==> src/rtl/fp32_to_fp9_cvt_if.sv <==
// Stream bundle for the binary32 -> FP9 converter: input word side plus result side.
// The converter takes the slave modport and the producer/consumer takes the master modport.
interface fp32_to_fp9_cvt_if;
    logic        in_valid;
    logic        in_ready;
    logic [31:0] in_data;
    logic        out_valid;
    logic        out_ready;
    logic [8:0]  out_data;
    logic [2:0]  out_flags;

    modport slave (
        input  in_valid, in_data, out_ready,
        output in_ready, out_valid, out_data, out_flags
    );

    modport master (
        output in_valid, in_data, out_ready,
        input  in_ready, out_valid, out_data, out_flags
    );
endinterface

==> src/rtl/fp32_to_fp9_cvt.sv <==
// Two-stage binary32 -> FP9 (s/e5/m3) converter with RNE rounding and full backpressure.
// Optional saturation/underflow event counters are enabled with the FP9_CVT_STAT_EN macro.
module fp32_to_fp9_cvt #(
    parameter int unsigned EXP_BIAS = 15,
    parameter int unsigned MAX_EXP  = 30
) (
    input  logic                    clk,
    input  logic                    rst,
`ifdef FP9_CVT_STAT_EN
    input  logic                    stat_clr,
    output logic [15:0]             sat_cnt,
    output logic [15:0]             unf_cnt,
`endif
    fp32_to_fp9_cvt_if.slave        cvt
);
    typedef enum logic [2:0] {ClsZero, ClsDen, ClsInf, ClsNan, ClsNorm} cls_e;

    localparam logic signed [9:0] BiasAdj = $signed(10'(EXP_BIAS)) - 10'sd127;
    localparam logic signed [9:0] MaxExpS = $signed(10'(MAX_EXP));

    logic               w_advance;
    logic [7:0]         w_exp32;
    logic [22:0]        w_frac;
    cls_e               w_cls;

    logic               r_s1_valid;
    logic               r_s1_sign;
    logic signed [9:0]  r_s1_exp;
    logic [23:0]        r_s1_sig;
    cls_e               r_s1_cls;

    logic               r_out_valid;
    logic [8:0]         r_out_data;
    logic [2:0]         r_out_flags;

    logic signed [9:0]  w_sh;
    logic [48:0]        w_ext;
    logic               w_far;
    logic [2:0]         w_man;
    logic               w_guard;
    logic               w_sticky;
    logic               w_rnd;
    logic [3:0]         w_man_r;
    logic [8:0]         w_res;
    logic [2:0]         w_flags;

    assign w_advance     = !r_out_valid || cvt.out_ready;
    assign cvt.in_ready  = w_advance;
    assign cvt.out_valid = r_out_valid;
    assign cvt.out_data  = r_out_data;
    assign cvt.out_flags = r_out_flags;

    always_comb begin
        w_exp32 = cvt.in_data[30:23];
        w_frac  = cvt.in_data[22:0];
        if (w_exp32 == 8'h00) begin
            w_cls = (w_frac == 23'd0) ? ClsZero : ClsDen;
        end else if (w_exp32 == 8'hFF) begin
            w_cls = (w_frac == 23'd0) ? ClsInf : ClsNan;
        end else begin
            w_cls = ClsNorm;
        end
    end

    // Align so the kept mantissa sits at [48:46], guard at [45], sticky below.
    always_comb begin
        w_sh  = 10'sd1 - r_s1_exp;
        w_ext = '0;
        w_far = 1'b0;
        if (r_s1_exp >= 10'sd1) begin
            w_ext = {r_s1_sig[22:0], 26'd0};
        end else if (w_sh >= 10'sd26) begin
            w_far = 1'b1;
        end else begin
            w_ext = {r_s1_sig, 25'd0} >> (w_sh[4:0] - 5'd1);
        end
        w_man    = w_ext[48:46];
        w_guard  = w_ext[45];
        w_sticky = (|w_ext[44:0]) | w_far;
        w_rnd    = w_guard & (w_sticky | w_man[0]);
        w_man_r  = {1'b0, w_man} + {3'b000, w_rnd};
    end

    always_comb begin
        w_res   = '0;
        w_flags = '0;
        unique case (r_s1_cls)
            ClsZero: w_res = {r_s1_sign, 8'h00};
            ClsDen: begin
                w_res   = {r_s1_sign, 8'h00};
                w_flags = 3'b011;
            end
            ClsInf:  w_res = {r_s1_sign, 5'h1F, 3'b000};
            ClsNan:  w_res = 9'h0FC;
            ClsNorm: begin
                if (r_s1_exp > MaxExpS || (r_s1_exp == MaxExpS && w_man_r[3])) begin
                    w_res   = {r_s1_sign, 5'h1E, 3'h7};
                    w_flags = 3'b101;
                end else if (r_s1_exp >= 10'sd1) begin
                    w_flags[0] = w_guard | w_sticky;
                    if (w_man_r[3]) begin
                        w_res = {r_s1_sign, r_s1_exp[4:0] + 5'd1, 3'b000};
                    end else begin
                        w_res = {r_s1_sign, r_s1_exp[4:0], w_man_r[2:0]};
                    end
                end else if (w_man_r == 4'd0) begin
                    w_res   = {r_s1_sign, 8'h00};
                    w_flags = 3'b011;
                end else begin
                    w_flags[0] = w_guard | w_sticky;
                    // A carry out of a subnormal mantissa lands exactly on 2^-14.
                    if (w_man_r[3]) begin
                        w_res = {r_s1_sign, 5'd1, 3'b000};
                    end else begin
                        w_res = {r_s1_sign, 5'd0, w_man_r[2:0]};
                    end
                end
            end
            default: ;
        endcase
    end

    always_ff @(posedge clk) begin
        if (rst) begin
            r_s1_valid  <= 1'b0;
            r_s1_sign   <= 1'b0;
            r_s1_exp    <= '0;
            r_s1_sig    <= '0;
            r_s1_cls    <= ClsZero;
            r_out_valid <= 1'b0;
            r_out_data  <= '0;
            r_out_flags <= '0;
        end else if (w_advance) begin
            r_s1_valid <= cvt.in_valid;
            if (cvt.in_valid) begin
                r_s1_sign <= cvt.in_data[31];
                r_s1_exp  <= $signed({2'b00, w_exp32}) + BiasAdj;
                r_s1_sig  <= {1'b1, w_frac};
                r_s1_cls  <= w_cls;
            end
            r_out_valid <= r_s1_valid;
            if (r_s1_valid) begin
                r_out_data  <= w_res;
                r_out_flags <= w_flags;
            end
        end
    end

`ifdef FP9_CVT_STAT_EN
    logic        w_out_xfer;
    logic [15:0] r_sat_cnt;
    logic [15:0] r_unf_cnt;

    assign w_out_xfer = r_out_valid && cvt.out_ready;
    assign sat_cnt    = r_sat_cnt;
    assign unf_cnt    = r_unf_cnt;

    always_ff @(posedge clk) begin
        if (rst || stat_clr) begin
            r_sat_cnt <= '0;
            r_unf_cnt <= '0;
        end else if (w_out_xfer) begin
            if (r_out_flags[2] && r_sat_cnt != 16'hFFFF) begin
                r_sat_cnt <= r_sat_cnt + 16'd1;
            end
            if (r_out_flags[1] && r_unf_cnt != 16'hFFFF) begin
                r_unf_cnt <= r_unf_cnt + 16'd1;
            end
        end
    end
`endif
endmodule

==> src/flat_wrapper.sv <==
// flat-port wrapper written by rule: the top's interface ports become plain ports
module fp32_to_fp9_cvt_flat 
#(
    parameter int unsigned EXP_BIAS = 15,
    parameter int unsigned MAX_EXP  = 30
)
  (clk, rst, cvt_in_valid, cvt_in_data, cvt_out_ready, cvt_in_ready, cvt_out_valid, cvt_out_data, cvt_out_flags);
  fp32_to_fp9_cvt_if cvt_i ();
  input  logic clk;
  input  logic rst;
  input wire logic [$bits(cvt_i.in_valid)-1:0] cvt_in_valid;
  input wire logic [$bits(cvt_i.in_data)-1:0] cvt_in_data;
  input wire logic [$bits(cvt_i.out_ready)-1:0] cvt_out_ready;
  output wire logic [$bits(cvt_i.in_ready)-1:0] cvt_in_ready;
  output wire logic [$bits(cvt_i.out_valid)-1:0] cvt_out_valid;
  output wire logic [$bits(cvt_i.out_data)-1:0] cvt_out_data;
  output wire logic [$bits(cvt_i.out_flags)-1:0] cvt_out_flags;
  assign cvt_i.in_valid = cvt_in_valid;
  assign cvt_i.in_data = cvt_in_data;
  assign cvt_i.out_ready = cvt_out_ready;
  assign cvt_in_ready = cvt_i.in_ready;
  assign cvt_out_valid = cvt_i.out_valid;
  assign cvt_out_data = cvt_i.out_data;
  assign cvt_out_flags = cvt_i.out_flags;
  fp32_to_fp9_cvt #(.EXP_BIAS(EXP_BIAS), .MAX_EXP(MAX_EXP)) u_core (.clk(clk), .rst(rst), .cvt(cvt_i));
endmodule
==> config.mk <==
export PLATFORM = sky130hd
export DESIGN_NAME = fp32_to_fp9_cvt_flat
export DESIGN_NICKNAME = d
export VERILOG_FILES = /design/src/rtl/fp32_to_fp9_cvt_if.sv /design/src/rtl/fp32_to_fp9_cvt.sv /design/src/flat_wrapper.sv
export SDC_FILE = /design/constraint.sdc
export NUM_CORES = 1
export LEC_CHECK = 0
export BUFFER_PORTS_ARGS = -buffer_cell sky130_fd_sc_hd__buf_2
export CAP_MARGIN = 20
export CORE_MARGIN = 1
export CORE_UTILIZATION = 32
export CTS_CLUSTER_SIZE = 28
export DETAILED_ROUTE_END_ITERATION = 6
export HOLD_SLACK_MARGIN = 0.15
export RECOVER_POWER = 50
export SETUP_SLACK_MARGIN = 0.02
export SYNTH_ARGS = -nofsm -noshare
export SYNTH_HDL_FRONTEND = slang
export SYNTH_SLANG_ARGS = --single-unit
==> constraint.sdc <==
create_clock -name clk -period 6.3 [get_ports clk]
set_clock_uncertainty 0.05 [all_clocks]
set_input_delay 1.26 -clock clk [delete_from_list [all_inputs] [get_ports clk]]
set_output_delay 1.26 -clock clk [all_outputs]
set_load 0.01 [all_outputs]
==> results.tsv, run 1 <==
metric	value	unit
asr flop ratio synth	0	%
outcome	finished, violations left	
GR Util All Layers	18.2	%
most frequent cell after synthesis	nand2_1	
CTS sink cnt	52	
total number of vias	3837	
n_diodes	0	
total gr overflow	0	
Fill cells	1217	
FF/Latch Area	1040	sq um
Worst Hold Class	register to register	
startpoint types	register	
Slew Limit Fails	53	
Cells after Synth	501	
setup bufs post-CTS	0	
# rows	39	
layout cell share with drive strength beyond 1	13.3	%
Detailed Place HPWL	7580	um
antenna viol nets, final	0	
initial antenna violation count	0	
largest net degree at the start of global routing	53	
Yosys warnings	0	
failing checks	max-capacitance violations, max-slew violations	
max frequency	213	MHz
RSZ-0062 raised after global routing	false	
Synth area leader	dfxtp_1	
Multi-input gate area	2510	sq um
Layout Nets	569	
Setup crit end kind	register	
TritonCTS Buffers	5	
Final setup viols	0	
Synth Flop Type	dfxtp_1	
layout overhead on the synthesized area	12.8	%
DRC	0	
Fin Setup TNS	0	ps
Initial DRT Pass Iterations	7	
Overall Power	989	uW
Routed WL	10200	um
clock tree buffer depth	2	
CTS clk-pin slew, worst paths	70	ps
Final Hold Viols	0	
max_cap viols	1	
EDFF count, synth	0	
first-pass GRT wire length	17500	um
flops & latches, synth	52	
CTS tree	done	
Avg Inst Size Synth	7.49	sq um
iteration-0 DRC count of the detailed router	354	
GP Congestion	0.859	
die width	110	um
Starting Density	32.9	%
die height	110	um
die area	12200	sq um
Worst-Skew Late Latency	290	ps
Worst Tran Pin Value	2260	ps
number of global-route vias before repair	3504	
critical path type	register to register	
register area share after synthesis	27.7	%
Synth area leaders	dfxtp_1 28%, nand2_1 8.8%, a21oi_1 8.0%	
number of H-tree levels	2	
most common library cells after synthesis	88 x nand2_1, 60 x a21oi_1, 52 x dfxtp_1, 39 x nor2_1, 29 x clkbuf_1	
Arr. time, crit path	4720	ps
post_cts resized	0	
Unique masters post-synth	63	
Synth Cell Area	3750	sq um
Core Box Area	11400	sq um
Root Buffer	clkbuf_16	
Worst VDD drop	157	uV
Crit Path Max Fanout	43	
Top Ports	50	
Final Critical Period	4690	ps
Vias/cell	5.74	
WP data required	6330	ps
PwrDens	233	nW/um^2
Leak	0.00154	uW
syn nets	545	
routed len/inst	15.2	um
top cell type's share of synthesized area	27.7	%
Slew HR	-50.7	%
Hold-fix buffers, CTS	0	
fin crit share	74.4	%
port bufs	49	
==> worst paths after layout <==
path	cells after the start	to	slack (ps)	start
max reg2reg	11	u_core.cvt.out_flags[0]	1610	u_core.r_s1_exp[0]
min reg2reg	2	u_core.cvt.out_flags[1]	400	u_core.cvt.out_flags[1]
min	2	u_core.cvt.out_flags[1]	400	u_core.cvt.out_flags[1]
max	11	u_core.cvt.out_flags[0]	1610	u_core.r_s1_exp[0]
==> metrics by stage <==
step | instances | util (%) | hold slack [ps] | cell area, sq um | setup WS (ps)
floorplan | 501 | - | 387 | 3750 | 3000
global placement | 661 | 35.6 | 391 | 4070 | 1910
detailed placement | 661 | 35.6 | 396 | 4070 | 1780
CTS | 668 | 37.2 | 405 | 4250 | 1720
global route | 668 | 37.1 | 440 | 4230 | 1130
finish | 668 | 37.1 | 404 | 4230 | 1610
==> power by group <==
| group | internal [uW] | switching [uW] | leakage (uW) | total (uW) |
|---|---|---|---|---|
| Combinational | 109 | 153 | 0.00102 | 262 |
| Clock | 225 | 118 | 0.0000899 | 343 |
| Sequential | 348 | 35.9 | 0.000428 | 384 |
==> cells by family (layout without fill, tap and decap cells) <==
family	count (synthesis)	count (layout)	share of synthesized area [%]
simple gates	213	213	27.2
compound gates	144	144	25.2
flops	52	52	27.7
buf+inv	50	74	5.27
xor+xnor	17	17	3.97
mux	17	17	7.94
fa+ha+maj	8	8	2.67
==> layout by cell type, fill, tap and decap left out, drive strengths merged, types with 3 or more instances in the layout <==
master / instances
nand2: 88
a21oi: 63
dfxtp: 52
buf: 40
nor2: 39
nor4: 19
clkbuf: 19
nor3: 15
inv: 13
a211oi: 13
xnor2: 10
a31oi: 10
mux4: 10
o21ai: 10
nand3: 9
nor2b: 8
ha: 8
xor2: 7
o211ai: 6
nor3b: 5
a32oi: 5
a21o: 5
nand2b: 5
mux2i: 5
and2: 5
or3: 4
o31a: 3
nand3b: 3
and3: 3
nand4: 3
o22ai: 3
o31ai: 3
==> worst max-delay path, stage by stage, from the launching register on <==
cell	delay (ps)
dfxtp_2	930
ha_1	970
buf_4	370
xnor2_1	130
a221o_1	330
a2111oi_0	470
a31oi_1	110
a311oi_1	230
o2111ai_1	190
or3_1	340
a221oi_1	240
a21oi_1	100
==> sequential cells by signal, indices dropped and copies added (netlist names) <==
register and flops:
u_core.cvt.out_data 9, u_core.cvt.out_flags 3, u_core.cvt.out_valid 1, u_core.r_s1_cls 3, u_core.r_s1_exp 10, u_core.r_s1_sig 24
u_core.r_s1_sign 1, u_core.r_s1_valid 1
==> area by class of cell <==
class	instances	share of cell area (%)
Timing Repair Buffer	54	6.26
Multi-Input combinational cell	399	59.4
Sequential cell	52	24.6
Inverter	13	1.15
Tap cell	143	4.23
Clock buffer	5	2.96
Clock inverter	2	1.42
==> layer usage <==
metal  track usage [%]  vias to the layer above  part of all wire [%]
met2              28.7                      127                    46
met1              25.1                     1811                    46
met3              2.59                       19                   5.3
met5                 0                        -                     0
li1                  -                     1880                     -
met4              6.58                        0                   2.3
No activity file was read; power rests on OpenSTA's default activity.
==> run 2, diff against run 1 <==
==> constraint.sdc (replaced) <==
create_clock -name clk -period 4.3 [get_ports clk]
set_clock_uncertainty 0.05 [all_clocks]
set_input_delay 0.86 -clock clk [delete_from_list [all_inputs] [get_ports clk]]
set_output_delay 0.86 -clock clk [all_outputs]
set_load 0.01 [all_outputs]
==> results.tsv, run 2 (synthesized netlist as in run 1, its figures left out) <==
metric	value	unit	change
outcome	finished, violations left		unchanged
failing checks	max-capacitance violations, max-slew violations		unchanged
Worst VDD drop	192	uV	was 157 uV
Worst-Skew Late Latency	300	ps	was 290 ps
Overall Power	1350	uW	was 989 uW
R2R cell count	12		was 11
layout overhead on the synthesized area	12.4	%	was 12.8%
Core Box Area	11400	sq um	unchanged
Fin Setup TNS	0	ps	unchanged
Slew Limit Fails	39		was 53
Setup crit end kind	register		unchanged
Final setup viols	0		unchanged
Layout Nets	572		was 569
fin crit share	88.7	%	was 74.4%
largest net degree at the start of global routing	53		unchanged
CTS sink cnt	52		unchanged
CTS clk-pin slew, worst paths	70	ps	about the same
max reg flops	24		unchanged
# rows	39		unchanged
Leak	0.00153	uW	was 0.00154 uW
max frequency	262	MHz	was 213 MHz
Top Ports	50		unchanged
Biggest register	u_core.r_s1_sig		unchanged
CTS tree	done		unchanged
critical path type	register to register		unchanged
Detailed Place HPWL	7700	um	was 7580 um
Slew HR	-11.3	%	was -50.7%
DRC	0		unchanged
post_cts resized	0		unchanged
die width	110	um	unchanged
Final Hold Viols	0		unchanged
GR Util All Layers	18.2	%	about the same
Arr. time, crit path	3910	ps	was 4720 ps
Worst Tran Pin Value	1670	ps	was 2260 ps
iteration-0 DRC count of the detailed router	256		was 354
die height	110	um	unchanged
setup bufs post-CTS	0		unchanged
number of H-tree levels	2		unchanged
antenna viol nets, final	0		unchanged
WP data required	4390	ps	was 6330 ps
routed len/inst	15.5	um	was 15.2 um
Worst Hold Class	register to register		unchanged
most common cell after layout, fill and taps aside	nand2_1		unchanged
max_cap viols	1		unchanged
PwrDens	321	nW/um^2	was 233 nW/um^2
Hold-fix buffers, CTS	0		unchanged
final core occ	36.9	%	was 37.1%
port bufs	49		unchanged
die area	12200	sq um	unchanged
number of global-route vias before repair	3589		was 3504
Min-Delay Path Depth	2		unchanged
n_diodes	0		unchanged
Final Critical Period	3810	ps	was 4690 ps
Root Buffer	clkbuf_16		unchanged
first-pass GRT wire length	17500	um	about the same
layout cell share with drive strength beyond 1	14.0	%	was 13.3%
clock tree buffer depth	2		unchanged
total number of vias	3820		was 3837
Initial DRT Pass Iterations	5		was 7
total gr overflow	0		unchanged
RSZ-0062 raised after global routing	false		unchanged
most frequent cells in the layout	88 x nand2_1, 60 x a21oi_1, 51 x dfxtp_1		unchanged
Starting Density	32.9	%	unchanged
initial antenna violation count	0		unchanged
TritonCTS Buffers	5		unchanged
GP Congestion	0.910		was 0.859
Vias/cell	5.68		was 5.74
Crit Path Max Fanout	21		was 43
startpoint types	register		unchanged
Routed WL	10400	um	was 10200 um
-- run 2: cell types whose count changed in the layout (fill, tap and decap cells not counted) --
cell / delta
clkinvlp_4: +2
bufinv_16: -2
clkinv_4: +1
buf_4: +2
buf_2: +1
and2_1: -1
and2_0: +1
-- run 2: area by class of cell --
| class | instances | area [sq um] |
|---|---|---|
| Inverter | 13 | 48.8 |
| Tap cell | 143 | 179 |
| Clock inverter | 3 | 23.8 |
| Sequential cell | 52 | 1040 |
| Timing Repair Buffer | 57 | 285 |
| Clock buffer | 5 | 125 |
| Multi-Input combinational cell | 399 | 2510 |
| Fill cell | 1245 | 7200 |
-- run 2: worst paths after layout --
path / from / endpoint / slack, ps
worst max-delay path: u_core.r_s1_exp[1] / u_core.cvt.out_flags[0] / 490
worst min-delay path: u_core.cvt.out_data[8] / u_core.cvt.out_data[8] / 400
worst max register to register: u_core.r_s1_exp[1] / u_core.cvt.out_flags[0] / 490
worst min register to register: u_core.cvt.out_data[8] / u_core.cvt.out_data[8] / 400
-- run 2: critical path: stages, from the launching register on --
cell and delay, ps:
dfxtp_1 510, inv_1 140, ha_1 740, buf_4 300, mux2i_1 240, nor2_1 60
a211oi_1 250, a31oi_1 160, o31ai_1 300, nand4_1 150, or3_1 400, a221oi_1 250
a21oi_1 100
-- run 2: stage by stage --
step                std cells  instance area (sq um)  setup WS [ps]  hold WS, ps
finish                    672                   4220            487          404
global route              672                   4220           83.8          432
CTS                       672                   4240            498          404
detailed placement        664                   4090            516          394
global placement          664                   4090            619          390
floorplan                 501                   3750            996          387
-- run 2: layer usage --
layer | vias up | track usage (%) | wire [um]
met5 | - | 0 | 0
met4 | 0 | 8.27 | 338
met3 | 30 | 3.59 | 671
met2 | 147 | 27.7 | 4610
met1 | 1756 | 24.6 | 4780
li1 | 1887 | - | -
-- run 2: where the power goes --
part           internal [uW]  total, uW  switching [uW]  leakage [uW]
sequential               509        556            46.5      0.000428
clock                    217        404             187     0.0000660
combinational            162        393             231       0.00103
total                    888       1350             464       0.00153
